[src/rtl/vsyncinfo_pkg.sv]
// Shared definitions for the vsync-info RAM write-side sequencer.
// Holds the RAM geometry, the FSM state encoding and the word-packing helper.
package vsyncinfo_pkg;

  localparam int VI_RAM_AW = 5;
  localparam int VI_DATA_W = 64;
  localparam logic [VI_RAM_AW-1:0] VI_BANK_WORDS = 5'd16;

  typedef enum logic [1:0] {
    IDLE    = 2'd0,
    COLLECT = 2'd1,
    FLUSH   = 2'd2,
    PUBLISH = 2'd3
  } vi_state_e;

  function automatic logic [VI_DATA_W-1:0] vi_pack(input logic [31:0] hi, input logic [31:0] lo);
    return {hi, lo};
  endfunction

endpackage

[src/rtl/vsync_edge_sync.sv]
// Two-flop synchroniser for the asynchronous vsync level plus a rising-edge detector.
// The pulse is one clock wide and comes purely from registers.
module vsync_edge_sync (
  input  logic clk,
  input  logic rst_n,
  input  logic async_in,
  output logic rise
);

  logic s1_r;
  logic s2_r;
  logic s3_r;

  // synchroniser chain and edge-history flop
  always_ff @(posedge clk or negedge rst_n) begin
    if (!rst_n) begin
      s1_r <= 1'b0;
      s2_r <= 1'b0;
      s3_r <= 1'b0;
    end else begin
      s1_r <= async_in;
      s2_r <= s1_r;
      s3_r <= s2_r;
    end
  end

  assign rise = s2_r & ~s3_r;

endmodule

[src/rtl/vsyncinfo_wr_ctrl.sv]
// Packs a 32-bit info stream into 64-bit words of a ping-pong banked RAM and publishes
// the finished bank, its word count and a toggle flag on every vsync.
module vsyncinfo_wr_ctrl
  import vsyncinfo_pkg::*;
#(
  parameter int          RAM_AW   = VI_RAM_AW,
  parameter logic [31:0] PAD_WORD = 32'h0
) (
  input  logic                 sysclk,
  input  logic                 nRST,
  input  logic                 vsync_in,
  input  logic                 info_valid,
  input  logic [31:0]          info_data,
  output logic                 info_ready,
  output logic                 ram_wren,
  output logic [RAM_AW-1:0]    ram_wraddress,
  output logic [VI_DATA_W-1:0] ram_data,
  output logic                 frame_bank,
  output logic [RAM_AW-1:0]    frame_words,
  output logic                 frame_toggle,
  output logic                 overflow_err,
  input  logic                 clear_err
);

  localparam logic [RAM_AW-1:0] BANK_WORDS = RAM_AW'(2 ** (RAM_AW - 1));
  localparam logic [RAM_AW-1:0] CNT_ONE    = RAM_AW'(1);

  vi_state_e              state_r;
  vi_state_e              state_nxt_s;
  logic                   vs_rise_s;
  logic                   info_ready_s;
  logic                   accept_s;
  logic                   drop_s;
  logic                   cur_bank_r;
  logic [RAM_AW-1:0]      cnt_r;
  logic                   pending_r;
  logic [31:0]            lo_r;
  logic                   ram_wren_r;
  logic [RAM_AW-1:0]      ram_wraddress_r;
  logic [VI_DATA_W-1:0]   ram_data_r;
  logic                   frame_bank_r;
  logic [RAM_AW-1:0]      frame_words_r;
  logic                   frame_toggle_r;
  logic                   overflow_err_r;

  vsync_edge_sync u_vsync_sync (
    .clk      (sysclk),
    .rst_n    (nRST),
    .async_in (vsync_in),
    .rise     (vs_rise_s)
  );

  // FSM state register
  always_ff @(posedge sysclk or negedge nRST) begin
    if (!nRST) begin
      state_r <= IDLE;
    end else begin
      state_r <= state_nxt_s;
    end
  end

  // next-state and handshake decode; ready depends only on registered state
  always_comb begin
    state_nxt_s  = state_r;
    info_ready_s = 1'b0;
    case (state_r)
      IDLE: begin
        if (vs_rise_s) begin
          state_nxt_s = COLLECT;
        end else begin
          state_nxt_s = IDLE;
        end
      end
      COLLECT: begin
        info_ready_s = ~vs_rise_s;
        if (vs_rise_s) begin
          if (pending_r) begin
            state_nxt_s = FLUSH;
          end else begin
            state_nxt_s = PUBLISH;
          end
        end else begin
          state_nxt_s = COLLECT;
        end
      end
      FLUSH:   state_nxt_s = PUBLISH;
      PUBLISH: state_nxt_s = COLLECT;
      default: state_nxt_s = IDLE;
    endcase
  end

  assign accept_s = info_valid & info_ready_s;
  assign drop_s   = accept_s & (cnt_r == BANK_WORDS);

  // packing, RAM write port and frame publication
  always_ff @(posedge sysclk or negedge nRST) begin
    if (!nRST) begin
      cur_bank_r      <= 1'b0;
      cnt_r           <= '0;
      pending_r       <= 1'b0;
      lo_r            <= 32'h0;
      ram_wren_r      <= 1'b0;
      ram_wraddress_r <= '0;
      ram_data_r      <= '0;
      frame_bank_r    <= 1'b0;
      frame_words_r   <= '0;
      frame_toggle_r  <= 1'b0;
    end else begin
      ram_wren_r <= 1'b0;
      if (accept_s) begin
        // a full bank always has pending clear, so drops never split a word pair
        if (drop_s) begin
          cnt_r <= cnt_r;
        end else if (pending_r) begin
          ram_wren_r      <= 1'b1;
          ram_wraddress_r <= {cur_bank_r, cnt_r[RAM_AW-2:0]};
          ram_data_r      <= vi_pack(info_data, lo_r);
          cnt_r           <= cnt_r + CNT_ONE;
          pending_r       <= 1'b0;
        end else begin
          lo_r      <= info_data;
          pending_r <= 1'b1;
        end
      end else if (state_r == FLUSH) begin
        ram_wren_r      <= 1'b1;
        ram_wraddress_r <= {cur_bank_r, cnt_r[RAM_AW-2:0]};
        ram_data_r      <= vi_pack(PAD_WORD, lo_r);
        cnt_r           <= cnt_r + CNT_ONE;
      end else if (state_r == PUBLISH) begin
        frame_bank_r   <= cur_bank_r;
        frame_words_r  <= cnt_r;
        frame_toggle_r <= ~frame_toggle_r;
        cur_bank_r     <= ~cur_bank_r;
        cnt_r          <= '0;
        pending_r      <= 1'b0;
      end else begin
        cnt_r <= cnt_r;
      end
    end
  end

  // sticky overflow flag; a new overflow beats a same-cycle clear
  always_ff @(posedge sysclk or negedge nRST) begin
    if (!nRST) begin
      overflow_err_r <= 1'b0;
    end else if (drop_s) begin
      overflow_err_r <= 1'b1;
    end else if (clear_err) begin
      overflow_err_r <= 1'b0;
    end else begin
      overflow_err_r <= overflow_err_r;
    end
  end

  assign info_ready    = info_ready_s;
  assign ram_wren      = ram_wren_r;
  assign ram_wraddress = ram_wraddress_r;
  assign ram_data      = ram_data_r;
  assign frame_bank    = frame_bank_r;
  assign frame_words   = frame_words_r;
  assign frame_toggle  = frame_toggle_r;
  assign overflow_err  = overflow_err_r;

endmodule

[config.mk]
export PLATFORM = sky130hd
export DESIGN_NAME = vsyncinfo_wr_ctrl
export DESIGN_NICKNAME = d
export VERILOG_FILES = /design/src/rtl/vsyncinfo_pkg.sv /design/src/rtl/vsync_edge_sync.sv /design/src/rtl/vsyncinfo_wr_ctrl.sv
export SDC_FILE = /design/constraint.sdc
export NUM_CORES = 1
export LEC_CHECK = 0
export CORE_UTILIZATION = 31
export CTS_CLUSTER_DIAMETER = 150
export DETAILED_ROUTE_END_ITERATION = 10
export GPL_ROUTABILITY_DRIVEN = 0
export PLACE_DENSITY = 0.63
export SLEW_MARGIN = 25
export SYNTH_ARGS = -nofsm -noshare
export SYNTH_HDL_FRONTEND = slang
export SYNTH_SLANG_ARGS = --single-unit
[constraint.sdc]
create_clock -name sysclk -period 5.6 [get_ports sysclk]
set_clock_uncertainty 0.1 [all_clocks]
set_input_delay 0.84 -clock sysclk [delete_from_list [all_inputs] [get_ports sysclk]]
set_output_delay 0.84 -clock sysclk [all_outputs]
set_load 0.005 [all_outputs]
# Yosys cells after proc, flatten, opt, wreduce, memory -nomap -nowiden
# Cells that the tools add are included.
# totals
inputBits,37
wordCells,73
register_bits,122
output_inout_bits,79
# classes
bitwise_logic,11
n_addsub,1
mux,29
reduce_logical,10
eq_ne,7
# ops
operator,n
$mux 64,4
$mux 5,9
$reduce_and 3->1,5
$mux 1,14
$not 1->1,8
$pmux 2 s4,1
$reduce_bool 2->1,3
$add 5x1->5 const B,1
$eq 5x5->1 const B,1
$eq 2x2->1 const B,2
$ne 2x2->1 const B,2
$and 1x1->1,3
$reduce_bool 3->1,1
$eq 2x1->1 const B,1
$logic_not 2->1,1
$mux 2,1
$ne 2x1->1 const B,1

# Depth between registers and ports, before layout
# Gate-level depths: netlist of run 1.
# depth
depth_word,8
mapped_depth,9
mapped_depth_nobuf,6

# Hierarchy
# A second synthesis of run 1 with hierarchy kept.
# hier_totals
hier_cells,368
hier_area_um2,4982.3
# modules_own_cells
module,seq_area_each_um2,n_inst,cells_each,area_each_um2
vsyncinfo_wr_ctrl,2977.9,1,364,4893.4
vsync_edge_sync,75.1,1,4,88.8

# Worst setup path before layout of run 1
# OpenSTA, ideal clock, no wires.
# synth_timing
path_type,reg2reg
start,reg cnt_r[0]
end,"reg ram_data_r[24], in the netlist ram_data[24]"
stages_incl_launch_ff,10
t_required_ns,5.373
n_path_buf,3
slack_ns,3.546
arrival_time_ns,1.826
period_less_slack_ns,2.054
setup_time_ns,0.127
cell_sequence,dfrtp_1 inv_1 ha_1 nand4bb_4 and2_1 buf_2 a21o_1 buf_6 buf_6 mux2_1
# synth_between
elab_chain_cells,4
# synth_rtl
item,line_no,source
start: declaration,vsyncinfo_wr_ctrl.sv:35,logic [RAM_AW-1:0] cnt_r;
start signal: assignment,vsyncinfo_wr_ctrl.sv:113,cnt_r <= cnt_r;
start signal: assignment,vsyncinfo_wr_ctrl.sv:118,cnt_r <= cnt_r + CNT_ONE;
start signal: assignment,vsyncinfo_wr_ctrl.sv:128,cnt_r <= cnt_r + CNT_ONE;
$eq 5x5->1,vsyncinfo_wr_ctrl.sv:93,assign drop_s = accept_s & (cnt_r == BANK_WORDS);
$and 1x1->1,vsyncinfo_wr_ctrl.sv:93,
$ne 2x2->1 (no line),--,
$reduce_and 3->1 (no line),--,
end signal: assignment,vsyncinfo_wr_ctrl.sv:117,"ram_data_r <= vi_pack(info_data, lo_r);"
end signal: assignment,vsyncinfo_wr_ctrl.sv:127,"ram_data_r <= vi_pack(PAD_WORD, lo_r);"
end: declaration,vsyncinfo_wr_ctrl.sv:40,logic [VI_DATA_W-1:0] ram_data_r;
# No other way between the ends.
# A chain may end at the register's enable or synchronous reset.

# Final worst setup path of run 1
# layout_timing
start,in info_valid
end,reg lo_r[17]
# layout_between
elab_chain_cells,4
# layout_rtl
item,line_no,source
start: declaration,vsyncinfo_wr_ctrl.sv:12,"input logic info_valid,"
$and 1x1->1 *,vsyncinfo_wr_ctrl.sv:92,assign accept_s = info_valid & info_ready_s;
$and 1x1->1,vsyncinfo_wr_ctrl.sv:93,
$not 1->1 (no line),--,
$reduce_and 3->1 (no line) *,--,
end signal: assignment,vsyncinfo_wr_ctrl.sv:121,lo_r <= info_data;
end: declaration,vsyncinfo_wr_ctrl.sv:37,logic [31:0] lo_r;
# Every way passes the cells marked *; elsewhere a longest branch is shown, timed or not.

==> results.md, run 1 <==
* Status: finished, final reports clean
* Die H at 127.7 µm
* Tot Pwr at 3704 µW
* Port Buffer Count at 115
* # clock sinks at 122
* Data arrival time of the critical path at ~3600 ps
* Syn Area/Cell at 13.26 µm²
* Mapped cell area at 0.004895 mm²
* Clk pin slew, worst setup/hold paths at 50 ps
* Fin crit period at 3460 ps
* Nets at 519
* Synthesized instance count at roughly 370
* FILL cells at 1447
* WP data required at 5780 ps
* Num rows at 45
* Vias per cell at 4.609
* Count of final setup violators at 0
* Post-CTS Hold Buffers at 0
* Setup crit end kind: flip-flop
* CTS H-tree lvls at 4
* Maxcap violations at 0
* Post-route ant nets at 0
* DRT iter0 DRCs at about 150
* Worst Hold Depth at 0
* Critical path type: input port to flip-flop
* Die ar. at 0.01630 mm²
* Slew margin rel. at 0.3707
* Total gr overflow at 0
* Worst-Skew Late Latency at 400 ps
* Fraction of layout cells with a size suffix above 1 at 0.2086
* Drt total wl at 10620 µm
* Ant. Diodes at 0
* PostCTS Resize Cnt at 0
* P per Cell Area at 551.0 mW/mm²
* Area Growth Syn to Fin at 37.35%
* CTS root buf: clkbuf_16
* Synth warn at 0
* Post-route setup TNS at 0 ps
* Antenna violations before repair at 0
* Routed WL per cell at 15.18 µm
* Vias at approximately 3200
* Largest vdd supply drop at 0.0002449 V
* Die X at around 130 µm
* Unique cell type count in the Yosys netlist at 34
* Mapped Nets at 408
* Hold Vio Cnt, Final at 0
* Worst-Margin Slew at 938.9 ps
* RSZ-0062 raised after global routing: false
* LEAKAGE at between 0.002 and 0.003 µW
* Core footprint at 0.01531 mm²
* Min-Delay Path Class: flip-flop to flip-flop
* Worst-path fanout max at 38
* Synth Register Bits at approximately 120
* Peak Freq at 289.0 MHz
* Total track usage at 0.1399
* First-pass GRT wire length at 17510 µm
* I/O pins at 116
* Initial cell density of the core at 0.3196
* Fin. max-slew vios at 0
* Postcts setup bufs at 0
* DP Wirelength at ~6900 µm
* CTS buffer count at 17
* Drt drc at 0
* Vias in the first global route at 3379
* Commonest non-fill, non-tap cell in the layout: dfrtp_1
* CTS tree: built
* Sequential share of the synthesized area at 0.6237
* R2R depth at 4
* Maximum clock insertion buffer count at 2
* DRT Pass-1 Iters at 4
* Pin count of the biggest net entering global routing at 66
* Commonest cells after routing, fill and taps aside: dfrtp_1, clkdlybuf4s50_1, mux2_2, o21ai_0, inv_1
* Crit start category: input port
* Final period utilization at 0.6179
## area by class of cell
class                   count  area [µm²]  area share
inverters                  35       131.4     0.01954
repair buffers            119        1179      0.1753
well taps                 211       264.0     0.03927
clock inverters             3       15.01    0.002233
clock buffers              25       505.5     0.07519
multi-input cells         185        1575      0.2343
flip-flops and latches    122        3053      0.4541
## worst max-delay path: stages
cell and delay, ps:
clkdlybuf4s50_1 560, and4b_2 770, nand3b_2 890, mux2_2 560
## routing by layer
metal / up-vias / GRT usage / part of all wire / routed length, µm
li1: 1508 / - / - / -
met1: 1609 / 0.1800 / 0.46 / 4922
met2: 89 / 0.2167 / 0.46 / 4924
met3: 20 / 0.04591 / 0.054 / 573
met4: 0 / 0.05952 / 0.019 / 203
met5: - / 0 / 0 / 0
## per-stage QoR
stage,worst slack (ps),util,std cells,hold slack (ps),area (µm²)
2_1_floorplan,3546,-,369,231.2,4895
3_3_place_gp,1787,0.4050,672,243.9,6202
3_5_place_dp,1700,0.4050,672,239.7,6202
4_1_cts,2113,0.4390,700,266.5,6723
5_1_grt,1943,0.4390,700,274.6,6723
6_report,2140,0.4390,700,267.2,6723
## cell usage after synthesis
| master | instances | share of area |
|---|---|---|
| a21boi_0 | 1 | 0.0015 |
| a21o_1 | 1 | 0.0015 |
| a21oi_1 | 1 | 0.0010 |
| a31oi_1 | 1 | 0.0013 |
| a32o_1 | 1 | 0.0020 |
| a41o_1 | 1 | 0.0020 |
| a41oi_1 | 1 | 0.0018 |
| and2_1 | 1 | 0.0013 |
| and4b_1 | 1 | 0.0020 |
| buf_1 | 1 | 0.00077 |
| buf_2 | 5 | 0.0051 |
| buf_6 | 5 | 0.012 |
| clkbuf_1 | 16 | 0.012 |
| dfrtp_1 | 122 | 0.62 |
| ha_1 | 2 | 0.0051 |
| inv_1 | 35 | 0.027 |
| mux2_1 | 7 | 0.016 |
| mux2_2 | 67 | 0.15 |
| mux2i_1 | 2 | 0.0041 |
| nand2_1 | 8 | 0.0061 |
| nand2b_1 | 3 | 0.0038 |
| nand3_1 | 2 | 0.0020 |
| nand3b_2 | 1 | 0.0023 |
| nand4bb_4 | 1 | 0.0056 |
| nor2_1 | 2 | 0.0015 |
| nor2b_1 | 2 | 0.0026 |
| nor3b_1 | 1 | 0.0015 |
| o211ai_1 | 34 | 0.052 |
| o21ai_0 | 38 | 0.039 |
| o21bai_1 | 1 | 0.0015 |
| o22ai_1 | 1 | 0.0013 |
| o31ai_1 | 1 | 0.0015 |
| or3_1 | 1 | 0.0013 |
| xnor2_1 | 2 | 0.0036 |
## registers in the layout, summed over array words and instances (netlist names), named ones only
signal / flops
ram_data: 64
lo_r: 32
cnt_r: 5
frame_words: 5
ram_wraddress: 5
cur_bank_r: 1
frame_bank: 1
frame_toggle: 1
overflow_err: 1
pending_r: 1
ram_wren: 1
state_r: 1
u_vsync_sync.s1_r: 1
u_vsync_sync.s2_r: 1
u_vsync_sync.s3_r: 1
## final timing paths
path                              startpoint  slack (ps)           endpoint
hold reg to reg            u_vsync_sync.s1_r         270  u_vsync_sync.s2_r
setup reg to reg           u_vsync_sync.s2_r        2540           lo_r[17]
max in group asynchronous               nRST        3740            lo_r[0]
hold / removal             u_vsync_sync.s1_r         270  u_vsync_sync.s2_r
min in group asynchronous               nRST         430       ram_data[61]
setup / recovery                  info_valid        2140           lo_r[17]
## kinds of logic (layout without fill, tap and decap cells)
family                   after synthesis  in the layout  synth area share
adder cells (fa/ha/maj)                2              2          0.005112
XOR/XNOR                               2              2          0.003579
AND/OR/NAND/NOR                       23             23           0.03017
AO/OA/AOI/OAI                         82             82            0.1066
multiplexers                          76             76            0.1743
flip-flops                           122            122            0.6237
buffers and inverters                 62            182           0.05649
## power breakdown
group          switching (µW)  total [µW]  leakage [µW]  internal [µW]
clock network             353         964      0.000261            611
logic                     457        1240       0.00108            782
registers                 228        1500       0.00150           1270
No activity file was read; power rests on OpenSTA's default activity.
==> run 2: changes to the inputs <==
==> constraint.sdc (replaced) <==
create_clock -name sysclk -period 3.3 [get_ports sysclk]
set_clock_uncertainty 0.1 [all_clocks]
set_input_delay 0.495 -clock sysclk [delete_from_list [all_inputs] [get_ports sysclk]]
set_output_delay 0.495 -clock sysclk [all_outputs]
set_load 0.005 [all_outputs]
==> run 2 against run 1 <==
Net effect: the run now ends with hold timing left; highest routed layer unchanged; critical endpoint is now info_ready; routed wire length is 2.6% higher; worst setup slack lost 1300 ps; die area unchanged; combinational power increased by 73%.
==> results.md, run 2 (same netlist as run 1, synthesis figures left out) <==
* Setup crit end kind: output pin (was flip-flop)
* Initial cell density of the core at 0.3196 (unchanged)
* FILL cells at 1416 (was 1447)
* DRT iter0 DRCs at 158 (was 151)
* Peak Freq at 413.5 MHz
* Comb pwr share at 0.335 (was 0.334)
* Min-Delay Path Class: input port to asynchronous set/reset pin (was flip-flop to flip-flop)
* Largest vdd supply drop at 0.0004374 V (was 0.0002449 V)
* P per Cell Area at 941.0 mW/mm² (was 551.0 mW/mm²)
* Pin count of the biggest net entering global routing at 77 (was 66)
* Area Growth Syn to Fin at 39.52% (was 37.35%)
* Total gr overflow at 0 (unchanged)
* I/O pins at 116 (unchanged)
* CTS root buf: clkbuf_16 (unchanged)
* Vias at 3245 (was 3226)
* Die ar. at 0.01630 mm² (unchanged)
* Sw power at 1802 µW (was 1037 µW)
* Post-route ant nets at 0 (unchanged)
* DP Wirelength at 7087 µm (was 6926 µm)
* Hold Vio Cnt, Final at 3 (was 0)
* Count of final setup violators at 0 (unchanged)
* Placed inst area at 0.006270 mm² (was 0.006202 mm²)
* DRT Pass-1 Iters at 4 (unchanged)
* Postcts setup bufs at 0 (unchanged)
* First-pass GRT wire length at 17920 µm (was 17510 µm)
* Vias in the first global route at 3374 (was 3379)
* Commonest non-fill, non-tap cell in the layout: dfrtp_1 (unchanged)
* Routed WL per cell at 15.39 µm (was 15.18 µm)
* Commonest cells after routing, fill and taps aside: dfrtp_1, clkdlybuf4s50_1, mux2_2, o21ai_0, inv_1 (unchanged)
* Clock power frac at 0.269 (was 0.260)
* Maximum clock insertion buffer count at 2 (unchanged)
* Worst-Margin Slew at 611.3 ps (was 938.9 ps)
* Status: finished, violations left (was finished, final reports clean)
* Data arrival time of the critical path at 1820 ps (was 3640 ps)
* Port Buffer Count at 115 (unchanged)
* Num rows at 45 (unchanged)
* # clock sinks at 122 (unchanged)
* CTS buffer count at 17 (unchanged)
* Final period utilization at 0.7329
* Reg-to-Reg Start: cnt_r[0] (was u_vsync_sync.s2_r)
* Vias per cell at 4.583 (was 4.609)
* Clk pin slew, worst setup/hold paths at 50 ps (about the same)
* Fin crit period at 2418 ps
* Fin. max-slew vios at 0 (unchanged)
* Fraction of layout cells with a size suffix above 1 at 0.2213 (was 0.2086)
* Nets at 523 (was 519)
* Violated checks: hold timing
* Maxcap violations at 0 (unchanged)
* RSZ-0062 raised after global routing: false (unchanged)
* CTS tree: built (unchanged)
* Worst hold slack at -8.745 ps (was 267.2 ps)
* CTS H-tree lvls at 4 (unchanged)
* Final instance area at 0.006829 mm² (was 0.006723 mm²)
* Sw Ratio at 0.2804 (was 0.2800)
* WP data required at 2700 ps (was 5780 ps)
* Drt total wl at 10900 µm (was 10620 µm)
* Total track usage at 0.1447 (was 0.1399)
* Part of the power in registers at 0.396 (was 0.405)
* Worst-path fanout max at 10 (was 38)
* Drt drc at 0 (unchanged)
* Die H at 127.7 µm (unchanged)
* Ant. Diodes at 0 (unchanged)
* PostCTS Resize Cnt at 0 (unchanged)
* P_int at 4624 µW (was 2667 µW)
* Core footprint at 0.01531 mm² (unchanged)
* Worst-Skew Late Latency at 410 ps (was 400 ps)
* Antenna violations before repair at 0 (unchanged)
* Critical path type: flip-flop to output pin (was input port to flip-flop)
* Crit start category: flip-flop (was input port)
* Post-CTS Hold Buffers at 0 (unchanged)
* Tot Pwr at 6426 µW (was 3704 µW)
* Die X at 127.7 µm (unchanged)
* Slew margin rel. at 0.5924 (was 0.3707)
* Post-route setup TNS at 0 ps (unchanged)
* Number of flip-flops in the largest register at 64 (unchanged)
* LEAKAGE at 0.002888 µW (was 0.002840 µW)
run 2: changes by cell type in the layout (fill, tap and decap cells not counted), sizes merged:
cell / before / now
buf: 5 / 9
clkinv: 3 / 6
bufinv: 0 / 1
clkbuf: 25 / 24
clkinvlp: 0 / 1
run 2: area by class of cell:
class | count | area [µm²] | area share
well taps | 211 | 264.0 | 0.03866
clock inverters | 8 | 67.56 | 0.009894
clock buffers | 24 | 491.7 | 0.07200
flip-flops and latches | 122 | 3053 | 0.4471
inverters | 35 | 131.4 | 0.01924
repair buffers | 123 | 1246 | 0.1825
multi-input cells | 185 | 1575 | 0.2307
run 2: metrics by stage:
step	instances	util	hold WS, ps	setup WS, ps
5_1_grt	708	0.4459	27.96	750.1
3_3_place_gp	676	0.4094	243.3	700.4
2_1_floorplan	369	-	99.41	1246
4_1_cts	708	0.4459	2.397	850.8
3_5_place_dp	676	0.4094	239.4	650.1
6_report	708	0.4459	-8.745	881.6
run 2: layer usage:
metal | part of all wire | vias to the layer above | GRT usage
met2 | 0.48 | 91 | 0.2231
met1 | 0.45 | 1625 | 0.1863
met4 | 0.014 | 0 | 0.05744
met3 | 0.055 | 12 | 0.05134
li1 | - | 1517 | -
met5 | 0 | - | 0
run 2: worst max-delay path: stages (launching register included):
cell,delay (ps)
dfrtp_1,470
nand2b_1,200
nor2b_1,200
clkdlybuf4s50_1,540
run 2: final timing paths:
path	to	slack, ps	cells after the start
setup / recovery	info_ready	880	3
hold / removal	ram_data[29]	-9	1
setup reg to reg	ram_data[24]	1010	7
hold reg to reg	u_vsync_sync.s2_r	260	0
max in group asynchronous	ram_data[14]	2260	2
min in group sysclk	u_vsync_sync.s2_r	260	0
run 2: power by group through the flow:
stage                     clock network (µW)  logic [µW]  registers, µW
after detailed placement                   0        2180           2570
final                                   1730        2150           2540
after global placement                     0        2130           2540
after global routing                    1840        2350           2630
after CTS                               1780        2190           2550
after floorplan                            0        1020           2500
